===== src/rtl/macro_sched.sv =====
// macro_sched: hands one shared pad set to one macro at a time, manual or round-robin, with a break-before-make guard.
// Define MACRO_SCHED_LA_OVERRIDE_EN to let the logic analyzer force a manual selection.
module macro_sched #(
    parameter int          N_MACRO   = 4,
    parameter int          DWELL_W   = 16,
    parameter int          GUARD_CYC = 4,
    parameter logic [31:0] BASE_ADR  = 32'h3000_0000
) (
    input  logic                    wb_clk_i,
    input  logic                    wb_rst_n,
    input  logic                    wbs_stb_i,
    input  logic                    wbs_cyc_i,
    input  logic                    wbs_we_i,
    input  logic [3:0]              wbs_sel_i,
    input  logic [31:0]             wbs_adr_i,
    input  logic [31:0]             wbs_dat_i,
    output logic                    wbs_ack_o,
    output logic [31:0]             wbs_dat_o,
    input  logic [38*N_MACRO-1:0]   m_io_out_i,
    input  logic [38*N_MACRO-1:0]   m_io_oeb_i,
    output logic [37:0]             io_out,
    output logic [37:0]             io_oeb,
    output logic [N_MACRO-1:0]      active_o,
    input  logic                    la_ovr_i,
    input  logic [2:0]              la_ovr_sel_i
);
    localparam int         GW   = (GUARD_CYC > 1) ? $clog2(GUARD_CYC) : 1;
    localparam logic [2:0] LAST = 3'(N_MACRO - 1);

    typedef enum logic [1:0] {S_IDLE = 2'd0, S_GUARD = 2'd1, S_RUN = 2'd2} state_t;

    state_t               r_state, w_state_n;
    logic                 r_ack;
    logic [31:0]          r_dat;
    logic                 r_en, r_auto;
    logic [2:0]           r_sel;
    logic [DWELL_W-1:0]   r_dwell;
    logic [2:0]           r_cur, w_cur_n, r_tgt, w_tgt_n;
    logic [GW-1:0]        r_gcnt, w_gcnt_n;
    logic [DWELL_W-1:0]   r_dcnt, w_dcnt_n;
    logic [7:0]           r_rounds, w_rounds_n;
    logic                 w_hit, w_req, w_ovr, w_en, w_auto, w_unused;
    logic [2:0]           w_sel_raw, w_sel;
    logic [31:0]          w_rd, w_mask;
    logic [DWELL_W-1:0]   w_dwell_ld;

    assign w_hit    = wbs_adr_i[31:8] == BASE_ADR[31:8];
    assign w_req    = wbs_stb_i & wbs_cyc_i & w_hit & ~r_ack;
    assign w_mask   = {{8{wbs_sel_i[3]}}, {8{wbs_sel_i[2]}}, {8{wbs_sel_i[1]}}, {8{wbs_sel_i[0]}}};
    assign w_unused = ^{wbs_adr_i[1:0], wbs_dat_i, w_mask, la_ovr_i, la_ovr_sel_i};

`ifdef MACRO_SCHED_LA_OVERRIDE_EN
    assign w_ovr     = la_ovr_i;
    assign w_en      = r_en | la_ovr_i;
    assign w_auto    = r_auto & ~la_ovr_i;
    assign w_sel_raw = la_ovr_i ? la_ovr_sel_i : r_sel;
`else
    assign w_ovr     = 1'b0;
    assign w_en      = r_en;
    assign w_auto    = r_auto;
    assign w_sel_raw = r_sel;
`endif

    assign w_sel      = (32'(w_sel_raw) >= N_MACRO) ? LAST : w_sel_raw;
    assign w_dwell_ld = (r_dwell == '0) ? DWELL_W'(1) : r_dwell;

    always_comb begin
        w_rd = '0;
        case (wbs_adr_i[7:2])
            6'h00:   w_rd = {25'b0, r_sel, 2'b0, r_auto, r_en};
            6'h01:   w_rd = 32'(r_dwell);
            6'h02:   w_rd = {16'b0, r_rounds, w_ovr, 1'b0, r_state, 1'b0, r_cur};
            default: w_rd = '0;
        endcase
    end

    always_ff @(posedge wb_clk_i or negedge wb_rst_n) begin
        if (!wb_rst_n) begin
            r_ack   <= 1'b0;
            r_dat   <= '0;
            r_en    <= 1'b0;
            r_auto  <= 1'b0;
            r_sel   <= '0;
            r_dwell <= '0;
        end else begin
            r_ack <= w_req;
            r_dat <= w_req ? w_rd : '0;
            if (w_req && wbs_we_i && wbs_adr_i[7:2] == 6'h00 && wbs_sel_i[0]) begin
                r_en   <= wbs_dat_i[0];
                r_auto <= wbs_dat_i[1];
                r_sel  <= wbs_dat_i[6:4];
            end
            if (w_req && wbs_we_i && wbs_adr_i[7:2] == 6'h01)
                r_dwell <= (r_dwell & ~w_mask[DWELL_W-1:0]) | (wbs_dat_i[DWELL_W-1:0] & w_mask[DWELL_W-1:0]);
        end
    end

    always_ff @(posedge wb_clk_i or negedge wb_rst_n) begin
        if (!wb_rst_n) begin
            r_state  <= S_IDLE;
            r_cur    <= '0;
            r_tgt    <= '0;
            r_gcnt   <= '0;
            r_dcnt   <= '0;
            r_rounds <= '0;
        end else begin
            r_state  <= w_state_n;
            r_cur    <= w_cur_n;
            r_tgt    <= w_tgt_n;
            r_gcnt   <= w_gcnt_n;
            r_dcnt   <= w_dcnt_n;
            r_rounds <= w_rounds_n;
        end
    end

    // EN=0 beats everything; in AUTO, dwell expiry beats any SEL change
    always_comb begin
        w_state_n  = r_state;
        w_cur_n    = r_cur;
        w_tgt_n    = r_tgt;
        w_gcnt_n   = r_gcnt;
        w_dcnt_n   = r_dcnt;
        w_rounds_n = r_rounds;
        case (r_state)
            S_IDLE: if (w_en) begin
                w_state_n = S_GUARD;
                w_tgt_n   = w_auto ? 3'd0 : w_sel;
                w_gcnt_n  = GW'(GUARD_CYC - 1);
            end
            S_GUARD: begin
                if (!w_en) w_state_n = S_IDLE;
                else if (r_gcnt == '0) begin
                    w_state_n = S_RUN;
                    w_cur_n   = r_tgt;
                    w_dcnt_n  = w_dwell_ld;
                end else w_gcnt_n = r_gcnt - GW'(1);
            end
            S_RUN: begin
                w_dcnt_n = (r_dcnt > DWELL_W'(1)) ? r_dcnt - DWELL_W'(1) : r_dcnt;
                if (!w_en) w_state_n = S_IDLE;
                else if (w_auto ? (r_dcnt <= DWELL_W'(1)) : (w_sel != r_cur)) begin
                    w_state_n  = S_GUARD;
                    w_gcnt_n   = GW'(GUARD_CYC - 1);
                    w_tgt_n    = !w_auto ? w_sel : (r_cur == LAST) ? 3'd0 : r_cur + 3'd1;
                    w_rounds_n = (w_auto && r_cur == LAST) ? r_rounds + 8'd1 : r_rounds;
                end
            end
            default: w_state_n = S_IDLE;
        endcase
    end

    assign wbs_ack_o = r_ack;
    assign wbs_dat_o = r_dat;
    assign active_o  = (r_state == S_RUN) ? N_MACRO'(1) << r_cur : '0;
    assign io_out    = (r_state == S_RUN) ? m_io_out_i[38*int'(r_cur) +: 38] : '0;
    assign io_oeb    = (r_state == S_RUN) ? m_io_oeb_i[38*int'(r_cur) +: 38] : '1;
endmodule


===== config.mk =====
export PLATFORM = sky130hd
export DESIGN_NAME = macro_sched
export DESIGN_NICKNAME = d
export VERILOG_FILES = /design/src/rtl/macro_sched.sv
export SDC_FILE = /design/constraint.sdc
export NUM_CORES = 1
export LEC_CHECK = 0
export CAP_MARGIN = 20
export CORE_AREA = 4 4 190 192
export CTS_CLUSTER_DIAMETER = 50
export DETAILED_ROUTE_END_ITERATION = 16
export DIE_AREA = 0 0 194 196
export HOLD_SLACK_MARGIN = 0.06
export PLACE_DENSITY = 0.61
export SYNTH_ARGS = -nofsm -noshare
export SYNTH_HDL_FRONTEND = slang
export SYNTH_SLANG_ARGS = --single-unit

===== constraint.sdc =====
create_clock -name wb_clk_i -period 6.3 [get_ports wb_clk_i]
set_input_delay 1.26 -clock wb_clk_i [delete_from_list [all_inputs] [get_ports wb_clk_i]]
set_output_delay 1.26 -clock wb_clk_i [all_outputs]
set_load 0.01 [all_outputs]

==> impl_metrics.env, run 1 <==
export IMPL_dr_pass1_iters=4
export IMPL_synthArstFlopShare_pct=100
export IMPL_min_period_over_period_pct=69.7
export IMPL_relSlewSlack_pct=39.6
export IMPL_start_util_pct=18.1
export IMPL_die_w_um=194
export IMPL_path_max_fanout=1
export IMPL_tns_ps=0
export IMPL_synth_ff_type="dfrtp_1"
export IMPL_wirelength_um=32200
export IMPL_status="finished clean"
export IMPL_max_freq_mhz=228
export IMPL_cts_resized=0
export IMPL_crit_type="primary input to output pin"
export IMPL_synth_edf_count=0
export IMPL_power_density_nw_per_um2=107
export IMPL_slowest_stage="clkdlybuf4s50_1"
export IMPL_grt_pass1_vias=7200
export IMPL_fin_nets=1410
export IMPL_setup_violations_final=0
export IMPL_crit_top_cell="clkdlybuf4s50_1"
export IMPL_met1_usage_pct=20.4
export IMPL_die_area_um2=38000
export IMPL_yosysUniqueCellTypes=56
export IMPL_yosys_register_bits=72
export IMPL_crit_chain="clkdlybuf4s50_1, mux4_2, inv_1, o21ai_0, clkdlybuf4s50_1"
export IMPL_cts_tree="yes"
export IMPL_htree_levels=3
export IMPL_tightest_slew_ps=905
export IMPL_wl_per_cell_um=21.7
export IMPL_hold_viol_final=0
export IMPL_p_leak_uw=0.00437
export IMPL_root_buffer="clkbuf_16"
export IMPL_grt_pass1_wl_um=46800
export IMPL_postSynthCellCount=595
export IMPL_worstPathRequired_ps=5040
export IMPL_drive_above_1_share_pct=13.4
export IMPL_pin_count=494
export IMPL_syn_area_um2=6220
export IMPL_top_usage_layer="met2"
export IMPL_path_clk_slew_ps=50
export IMPL_ir_worst_vdd_v=0.000118
export IMPL_arrival_ps=3130
export IMPL_ys_top_cells_by_area="dfrtp_1, mux4_2, and2_1"
export IMPL_drc=0
export IMPL_use_met3_pct=4.09
export IMPL_die_h_um=196
export IMPL_cts_num_sinks=72
export IMPL_hold_class="flop to flop"
export IMPL_whs_ps=470
export IMPL_gp_congestion=0.901
export IMPL_timing_final_max_slew_violations=0
export IMPL_drt_iter0_markers=303
export IMPL_avgSynthCellArea_um2=10.4
export IMPL_portBuffers=453
export IMPL_grt_overflow_total=0
export IMPL_yosys_area_top_type="dfrtp_1"
export IMPL_cp_end_kind="output pin"
export IMPL_ant_nets=0
export IMPL_power_total_uw=1220
export IMPL_dr_total_vias=6650
export IMPL_synth_top_cell_area_share_pct=29.0
export IMPL_cts_buffers_inserted=9
export IMPL_grt_max_degree=73
export IMPL_num_rows=68
export IMPL_met2_usage_pct=27.6
export IMPL_cts_buffer_depth=2
export IMPL_antenna_found_initial=13
export IMPL_cap_viol_max_count=0
export IMPL_postCtsSetupRepairBufs=0
export IMPL_area_growth_pct=84.6
export IMPL_viasPerCell=4.47
export IMPL_coreArea_um2=34400
export IMPL_cts_hold_buf=0
export IMPL_cp_slowest_stage_delay_ps=670
export IMPL_seq_area_frac_synth_pct=29.0
export IMPL_fin_skew_ps=7.85
export IMPL_yosysWarningCount=0
export IMPL_place_hpwl_um=27000
export IMPL_fin_crit_ps=4390
export IMPL_critPathLaunchType="primary input"
export IMPL_rsz0062_at_grt="false"
export IMPL_clock_latency_ps=340
export IMPL_track_usage_pct=16.2
[area by class of cell]
cell class | instances | area, µm²
Antenna cell | 6 | 15.0
Clock buffer | 13 | 250
Clock inverter | 3 | 17.5
Fill cell | 3527 | 22900
Inverter | 49 | 184
Multi-Input combinational cell | 428 | 4010
Sequential cell | 72 | 1810
Tap cell | 455 | 569
Timing Repair Buffer | 461 | 4620
[path summary, 6_finish.rpt]
check,start,end,slack (ps),depth (start not counted)
max in group asynchronous,wb_rst_n,r_cur[0]$_DFFE_PN0P_,4470,2
hold reg to reg,r_tgt[2]$_DFFE_PN0P_,r_cur[2]$_DFFE_PN0P_,470,2
min in group asynchronous,wb_rst_n,wbs_dat_o[12]$_DFF_PN0_,1120,2
setup / recovery,m_io_oeb_i[76],io_oeb[0],1910,5
setup reg to reg,r_state[0]$_DFFE_PN0P_,r_rounds[1]$_DFFE_PN0P_,3440,5
hold / removal,r_tgt[2]$_DFFE_PN0P_,r_cur[2]$_DFFE_PN0P_,470,2
[routing by layer]
metal  share of wire [%]  wire length [µm]  up-vias
li1                    -                 -     3055
met1                  41             13100     3249
met2                  49             15700      310
met3                 8.8              2820       32
met4                 1.9               618        4
met5               0.050                16        -
[cell usage after synthesis, types with 8 or more instances]
| cell | instances |
|---|---|
| nor4_1 | 13 |
| nor3_1 | 11 |
| o21ai_0 | 47 |
| mux4_2 | 76 |
| a21oi_1 | 18 |
| a22oi_1 | 12 |
| ha_1 | 8 |
| buf_4 | 16 |
| clkbuf_1 | 31 |
| inv_1 | 49 |
| dfrtp_1 | 72 |
| and2_1 | 48 |
| buf_1 | 9 |
| mux2_2 | 22 |
| nor2_1 | 45 |
| nand2_1 | 18 |
[cells in the final DEF (no fill, tap or decap), types with 12 or more instances in the layout]
| master | count |
|---|---|
| dfrtp_1 | 70 |
| o21ai_0 | 46 |
| nor2_1 | 44 |
| nor4_1 | 13 |
| mux4_2 | 76 |
| mux2_2 | 22 |
| and2_1 | 48 |
| a22oi_1 | 12 |
| conb_1 | 16 |
| nand2_1 | 18 |
| inv_1 | 49 |
| clkdlybuf4s50_1 | 452 |
| a21oi_1 | 18 |
[report_power, final]
group	switching (µW)	internal (µW)
sequential	0.00000163	463
clock	188	276
combinational	69.3	227
total	257	965
[critical path: cells and delay by family]
kind                   cells  cell delay (ps)
buffers and inverters      3             1170
muxes                      1              220
AOI/OAI and AO/OA          1              480
[metrics by stage]
stage          worst slack (ps)  cells  cell area, µm²  util (%)
2_1_floorplan              2860    610            6270         -
3_3_place_gp               1920   1464           11200      32.5
3_5_place_dp               1900   1464           11200      32.5
4_1_cts                    1690   1480           11400      33.3
5_1_grt                    1790   1484           11500      33.4
6_report                   1910   1487           11500      33.4
[cell families after synthesis]
| family | Yosys count | synth area share (%) |
|---|---|---|
| AO/OA/AOI/OAI | 111 | 11.4 |
| XOR/XNOR | 9 | 1.27 |
| adder cells (fa/ha/maj) | 8 | 1.61 |
| buffers and inverters | 110 | 7.71 |
| flip-flops | 72 | 29.0 |
| multiplexers | 108 | 33.4 |
| other | 1 | 0.0603 |
| AND/OR/NAND/NOR | 176 | 15.6 |
(Power assumes the default switching activity.)
==> inputs of run 2 (changes only) <==
--- a/config.mk
+++ b/config.mk
@@ -6,12 +6,12 @@
 export NUM_CORES = 1
 export LEC_CHECK = 0
 export CAP_MARGIN = 20
-export CORE_AREA = 4 4 190 192
+export CORE_AREA = 4 4 193 195
 export CTS_CLUSTER_DIAMETER = 50
 export DETAILED_ROUTE_END_ITERATION = 16
-export DIE_AREA = 0 0 194 196
+export DIE_AREA = 0 0 197 199
 export HOLD_SLACK_MARGIN = 0.06
-export PLACE_DENSITY = 0.61
+export PLACE_DENSITY = 0.6
 export SYNTH_ARGS = -nofsm -noshare
 export SYNTH_HDL_FRONTEND = slang
 export SYNTH_SLANG_ARGS = --single-unit
==> constraint.sdc (replaced) <==
create_clock -name wb_clk_i -period 4.09 [get_ports wb_clk_i]
set_input_delay 0.818 -clock wb_clk_i [delete_from_list [all_inputs] [get_ports wb_clk_i]]
set_output_delay 0.818 -clock wb_clk_i [all_outputs]
set_load 0.01 [all_outputs]
==> impl_metrics.env, run 2 (same netlist as run 1, synthesis figures left out) <==
export IMPL_place_hpwl_um=27400
export IMPL_timing_final_max_slew_violations=0
export IMPL_drt_iter0_markers=449
export IMPL_die_h_um=199
export IMPL_dr_pass1_iters=5
export IMPL_hold_viol_final=0
export IMPL_status="finished clean"
export IMPL_worstPathRequired_ps=3270
export IMPL_ir_worst_vdd_v=0.000208
export IMPL_cts_hold_buf=0
export IMPL_max_freq_mhz=282
export IMPL_wl_per_cell_um=21.5
export IMPL_grt_pass1_wl_um=46000
export IMPL_clock_latency_ps=340
export IMPL_area_growth_pct=86.5
export IMPL_wirelength_um=32300
export IMPL_cts_num_sinks=72
export IMPL_whs_ps=357
export IMPL_path_max_fanout=42
export IMPL_antenna_found_initial=11
export IMPL_cap_viol_max_count=0
export IMPL_cp_slowest_stage_delay_ps=580
export IMPL_gp_congestion=0.851
export IMPL_cts_buffers_inserted=9
export IMPL_ant_nets=0
export IMPL_pin_count=494
export IMPL_postCtsSetupRepairBufs=0
export IMPL_tns_ps=0
export IMPL_die_area_um2=39200
export IMPL_cts_tree="yes"
export IMPL_layout_commonest_cell="clkdlybuf4s50_1"
export IMPL_path_buf_inv=2
export IMPL_fin_skew_ps=8.23
export IMPL_portBuffers=453
export IMPL_drive_above_1_share_pct=14.3
export IMPL_cts_resized=0
export IMPL_fillerInstances=3645
export IMPL_relSlewSlack_pct=49.7
export IMPL_min_period_over_period_pct=86.7
export IMPL_slowest_stage="clkdlybuf4s50_1"
export IMPL_layout_cells_most_common_list="clkdlybuf4s50_1, mux4_2, dfrtp_1, inv_1, and2_1"
export IMPL_root_buffer="clkbuf_16"
export IMPL_drc=0
export IMPL_hold_class="primary input to asynchronous set/reset pin"
export IMPL_htree_levels=3
export IMPL_crit_chain="nand2b_1, nor2_2, buf_4, and2_1, clkdlybuf4s50_1"
export IMPL_start_util_pct=17.6
export IMPL_fin_crit_ps=3550
export IMPL_cp_end_kind="output pin"
export IMPL_dr_total_vias=6750
export IMPL_track_usage_pct=15.6
export IMPL_viasPerCell=4.50
export IMPL_critPathLaunchType="flop"
export IMPL_num_rows=69
export IMPL_path_clk_slew_ps=60
export IMPL_grt_pass1_vias=7170
export IMPL_die_w_um=197
export IMPL_grt_overflow_total=0
export IMPL_setup_violations_final=0
export IMPL_crit_type="flop to output pin"
export IMPL_arrival_ps=2730
export IMPL_cp_top_family="buffers and inverters"
export IMPL_coreArea_um2=35400
export IMPL_tightest_slew_ps=751
export IMPL_fin_nets=1418
export IMPL_grt_max_degree=62
export IMPL_p_leak_uw=0.00443
export IMPL_cts_buffer_depth=2
export IMPL_rsz0062_at_grt="false"
export IMPL_power_density_nw_per_um2=171
-- run 2: changes by cell type in the layout (fill, tap and decap cells not counted), sizes merged --
cell,change
buf,+8
clkbuf,-3
bufinv,+1
clkinvlp,+1
diode,-1
inv,+1
-- run 2: power by group --
group / internal (µW) / switching [µW]
Sequential: 712 / 0.00000262
Clock: 491 / 315
Combinational: 351 / 112
Total: 1550 / 426
-- run 2: final cells by class --
type | instances | area (µm²) | share of cell area, %
inverters | 49 | 184 | 1.59
clock buffers | 10 | 239 | 2.06
well taps | 461 | 577 | 4.98
flip-flops and latches | 72 | 1810 | 15.6
diodes | 5 | 12.5 | 0.108
repair buffers | 469 | 4700 | 40.5
multi-input cells | 428 | 4000 | 34.5
clock inverters | 6 | 67.6 | 0.583
-- run 2: metal layers --
metal  part of all wire (%)  GRT usage (%)  up-vias
met5                   0.10              0        -
met4                    2.5           4.93        6
met3                    8.7           4.39       40
met2                     47           25.8      347
met1                     42           19.8     3286
li1                       -              -     3071
-- run 2: through the flow --
step	instances	power [µW]	utilization (%)	instance area [µm²]	setup slack (ps)
floorplan	610	812	-	6270	1090
global placement	1479	1180	31.8	11300	681
detailed placement	1479	1190	31.8	11300	617
CTS	1495	2000	32.7	11600	539
global route	1498	2050	32.7	11600	374
finish	1500	1980	32.7	11600	544
-- run 2: worst reg2reg max path, cell delays in order (launching register included) --
cell and delay (ps):
dfrtp_4 790, buf_12 320, ha_1 270, nor2b_1 240, nand4_1 240, nor3_1 540
mux2_2 400
-- run 2: worst paths after layout --
check / slack [ps] / cells past startpoint / from / to
max: 540 / 5 / r_state[0]$_DFFE_PN0P_ / io_out[23]
min: 360 / 1 / wb_rst_n / wbs_dat_o[12]$_DFF_PN0_
max reg2reg: 1170 / 6 / r_cur[1]$_DFFE_PN0P_ / r_rounds[1]$_DFFE_PN0P_
min reg2reg: 490 / 2 / r_tgt[0]$_DFFE_PN0P_ / r_cur[0]$_DFFE_PN0P_
max in group asynchronous: 3100 / 2 / wb_rst_n / r_cur[1]$_DFFE_PN0P_
min in group wb_clk_i: 490 / 2 / r_tgt[0]$_DFFE_PN0P_ / r_cur[0]$_DFFE_PN0P_
==> variant 1, RTL diff (config.mk and constraints of run 1) <==
The parameter `N_MACRO` goes from 4 to 5.
--- a/src/rtl/macro_sched.sv
+++ b/src/rtl/macro_sched.sv
@@ -3,3 +3,3 @@
 module macro_sched #(
-    parameter int          N_MACRO   = 4,
+    parameter int          N_MACRO   = 5,
     parameter int          DWELL_W   = 16,
Ports: changed (resized active_o, m_io_oeb_i and m_io_out_i); port bits go from 494 to 571. The function was not compared with the original's and may differ.
==> variant 1 against run 1 <==
Global-route usage increased by 4.6 points; cell count rose by 2.4%; largest power group is now registers; final area is 7.8% higher; area after synthesis rose by 2.8%; worst setup slack got worse by 0.070 ns; sequential cell count did not move; first-iteration DRC count increased by 61%; clock power down 2%; power is 4.6% higher; core utilization rose by 2.6 points; wire length grew 31%; sequential power about the same; critical path depth is the same.
==> variant 1: results <==
export IMPL_seq_area_frac_synth_pct=28.2
export IMPL_clkPwrFrac_pct=35.6
export IMPL_signal_buffers=539
export IMPL_synth_cell_types=59
export IMPL_initialDrtViolationCount=489
export IMPL_crit_fanout=44
export IMPL_antenna_found_initial=26
export IMPL_synth_area_leaders="dfrtp_1 28%, mux4_2 27%, a221o_1 6.1%"
export IMPL_power_frac_seq_pct=36.2
export IMPL_non_clock_inverter_count=10
export IMPL_multi_input_gates=426
export IMPL_pre_cts_ws_ns=1.83
export IMPL_powerComb_uw=361
export IMPL_grt_util_met2_pct=33.9
export IMPL_io_buffers=530
export IMPL_wl_met3_um=5110
export IMPL_nets=1524
export IMPL_status="finished, final reports clean"
export IMPL_viasPerCell=4.92
export IMPL_drive_gt1_share_pct=13.0
export IMPL_gr_usage_met1_pct=25.6
export IMPL_multi_input_area_share_pct=34.8
export IMPL_fillers=3441
export IMPL_finalInstanceArea_sq_mm=0.0124
export IMPL_dr_total_vias=7484
export IMPL_slowest_stage="dfrtp_4"
export IMPL_slew_headroom_pct=32.1
export IMPL_netlist_top_cells_count="76 x mux4_2, 72 x dfrtp_1, 39 x a221o_1, 39 x a22o_1, 39 x clkbuf_1"
export IMPL_max_stage_delay_ns=0.84
export IMPL_dpl_hpwl_um=36300
export IMPL_drtPass1Iterations=5
export IMPL_clock_path_buffers=2
export IMPL_grt_pass1_wl_um=57700
export IMPL_grt_usage_pct=20.8
-- variant 1: logic make-up after synthesis --
| kind of cell | synth area share, % |
|---|---|
| compound gates | 18.8 |
| simple gates | 11.6 |
| mux | 32.6 |
| buf+inv | 5.79 |
| flops | 28.2 |
| fa+ha+maj | 1.76 |
| xor+xnor | 1.23 |
| other cells | 0.0587 |
-- variant 1: final timing paths --
| check | startpoint | end | slack, ns |
|---|---|---|---|
| worst min register to register | r_tgt[2]$_DFFE_PN0P_ | r_cur[2]$_DFFE_PN0P_ | 0.48 |
| min in group asynchronous | wb_rst_n | wbs_dat_o[14]$_DFF_PN0_ | 1.14 |
| worst min-delay path | r_tgt[2]$_DFFE_PN0P_ | r_cur[2]$_DFFE_PN0P_ | 0.48 |
| worst max-delay path | r_cur[1]$_DFFE_PN0P_ | io_oeb[30] | 1.84 |
| max in group asynchronous | wb_rst_n | r_cur[0]$_DFFE_PN0P_ | 4.47 |
| worst max register to register | wbs_ack_o$_DFF_PN0_ | flop | 3.42 |
==> variant 2, RTL diff (flow settings as in run 1) <==
Without the edit above. Take the reset off `r_dat` and load it in a clocked block of its own.
--- a/src/rtl/macro_sched.sv
+++ b/src/rtl/macro_sched.sv
@@ -79,3 +79,2 @@
             r_ack   <= 1'b0;
-            r_dat   <= '0;
             r_en    <= 1'b0;
@@ -86,3 +85,2 @@
             r_ack <= w_req;
-            r_dat <= w_req ? w_rd : '0;
             if (w_req && wbs_we_i && wbs_adr_i[7:2] == 6'h00 && wbs_sel_i[0]) begin
@@ -95,2 +93,6 @@
         end
+    end
+
+    always_ff @(posedge wb_clk_i) begin
+        r_dat <= w_req ? w_rd : '0;
     end
Formal check against the unedited RTL: differs if wb_rst_n is asserted again (counterexample within 4 cycles, from zero or initial values and one cycle with wb_rst_n low); with wb_rst_n held inactive, the same outputs for 4 cycles.
==> variant 2 against run 1 <==
Clock skew is 0.00088 ns lower; sequential share of layout area shrank 0.63 points; non-clock buffer count stayed put; synthesized cell count rose by 0.17%; area after synthesis down 0.34%; wire length decreased by 5.5%; final area down 0.47%; cell count is 0.54% lower; global-route usage shrank 1.2 points; sequential cell count unchanged; clock power increased by 6.2%; worst setup slack gained 0.12 ns; power rose by 1.8%; critical endpoint unchanged.
==> variant 2: results <==
export IMPL_status="finished, final reports clean"
export IMPL_skew_ns=0.00697
export IMPL_pre_cts_ws_ns=2.05
export IMPL_dpl_hpwl_um=25100
export IMPL_reg2reg_from="r_dcnt[4]$_DFFE_PN0P_"
export IMPL_vdd_ir_drop_max_v=0.0000963
export IMPL_grt_usage_pct=15.0
export IMPL_worstPathArrival_ns=3.01
export IMPL_grt_util_met2_pct=25.2
export IMPL_wl_per_cell_um=20.6
export IMPL_grt_use_met3_pct=5.38
export IMPL_grt_pass1_wl_um=44000
export IMPL_place_inst=1462
export IMPL_synthAdderAreaFrac_pct=1.62
export IMPL_max_stage_delay_ns=0.62
export IMPL_critPathLaunch="m_io_oeb_i[114]"
export IMPL_grt_max_degree=58
export IMPL_grt_pass1_vias=6927
export IMPL_cts_buffers=9
export IMPL_nets=1407
export IMPL_antenna_found_initial=11
export IMPL_initialDrtViolationCount=436
export IMPL_place_congestion=0.881
export IMPL_worst_pin_slew_ns=0.915
export IMPL_seq_area_frac_synth_pct=27.8
export IMPL_drt_total_wl_um=30500
export IMPL_gr_usage_met1_pct=18.4
export IMPL_hold_start="r_rounds[7]$_DFFE_PN0P_"
export IMPL_clock_path_buffers=2
export IMPL_synth_area_leaders="mux4_2 28%, dfrtp_1 23%, dfxtp_1 5.2%"
export IMPL_fillers=3502
export IMPL_power_leakage_uw=0.00426
export IMPL_async_reset_ff_share_pct=77.8
export IMPL_io_buffers=453
export IMPL_drive_gt1_share_pct=14.5
export IMPL_p_sw_share_pct=20.0
export IMPL_synth_avg_cell_area_sq_um=10.4
export IMPL_synth_compound_area_share_pct=11.3
export IMPL_synth_xor_area_share_pct=1.13
export IMPL_netlist_top_cells_count="76 x mux4_2, 56 x dfrtp_1, 49 x and2_1, 47 x inv_1, 44 x o21ai_0"
export IMPL_cts_repair_resized=0
export IMPL_synth_cell_types=55
export IMPL_drtPass1Iterations=5
export IMPL_muxShareOfSynthArea_pct=33.5
## variant 2: power by group through the flow
| stage | sequential (uW) | combinational, uW | clock, uW |
|---|---|---|---|
| 2_1_floorplan | 470 | 54.6 | 0 |
| 6_report | 461 | 291 | 493 |
| 4_1_cts | 461 | 292 | 504 |
| 3_5_place_dp | 470 | 290 | 0 |
| 5_1_grt | 461 | 307 | 523 |
| 3_3_place_gp | 470 | 287 | 0 |
## variant 2: cell type report
class	count	area share [%]
clock buffers	14	2.49
flip-flops and latches	72	15.1
multi-input cells	427	35.4
inverters	47	1.54
well taps	455	4.99
repair buffers	461	40.3
clock inverters	2	0.110
diodes	1	0.0219
## variant 2: cell families (layout without fill, tap and decap cells)
logic type,after synthesis,count (layout)
and+or+nand+nor,176,176
buffers and inverters,112,524
AOI/OAI and AO/OA,111,111
muxes,108,108
DFF,72,72
adders and majority gates,8,8
xor gates and xnor gates,8,8
other,1,17
## variant 2: final timing paths
check                                             end  cells after the start  slack, ns
max                                         io_oeb[0]                      5       2.03
min                           r_rounds[7]$_DFFE_PN0P_                      1       0.48
max reg2reg                    r_dcnt[11]$_DFFE_PN0P_                      5       3.47
min reg2reg                   r_rounds[7]$_DFFE_PN0P_                      1       0.48
max in group asynchronous        r_cur[1]$_DFFE_PN0P_                      2       4.67
min in group asynchronous  asynchronous set/reset pin                      2       1.07
## variant 2: layer usage
metal	part of all wire, %	vias to the layer above
li1	-	3061
met1	40	3247
met2	48	348
met3	9.5	51
met4	2.3	18
met5	0.38	-
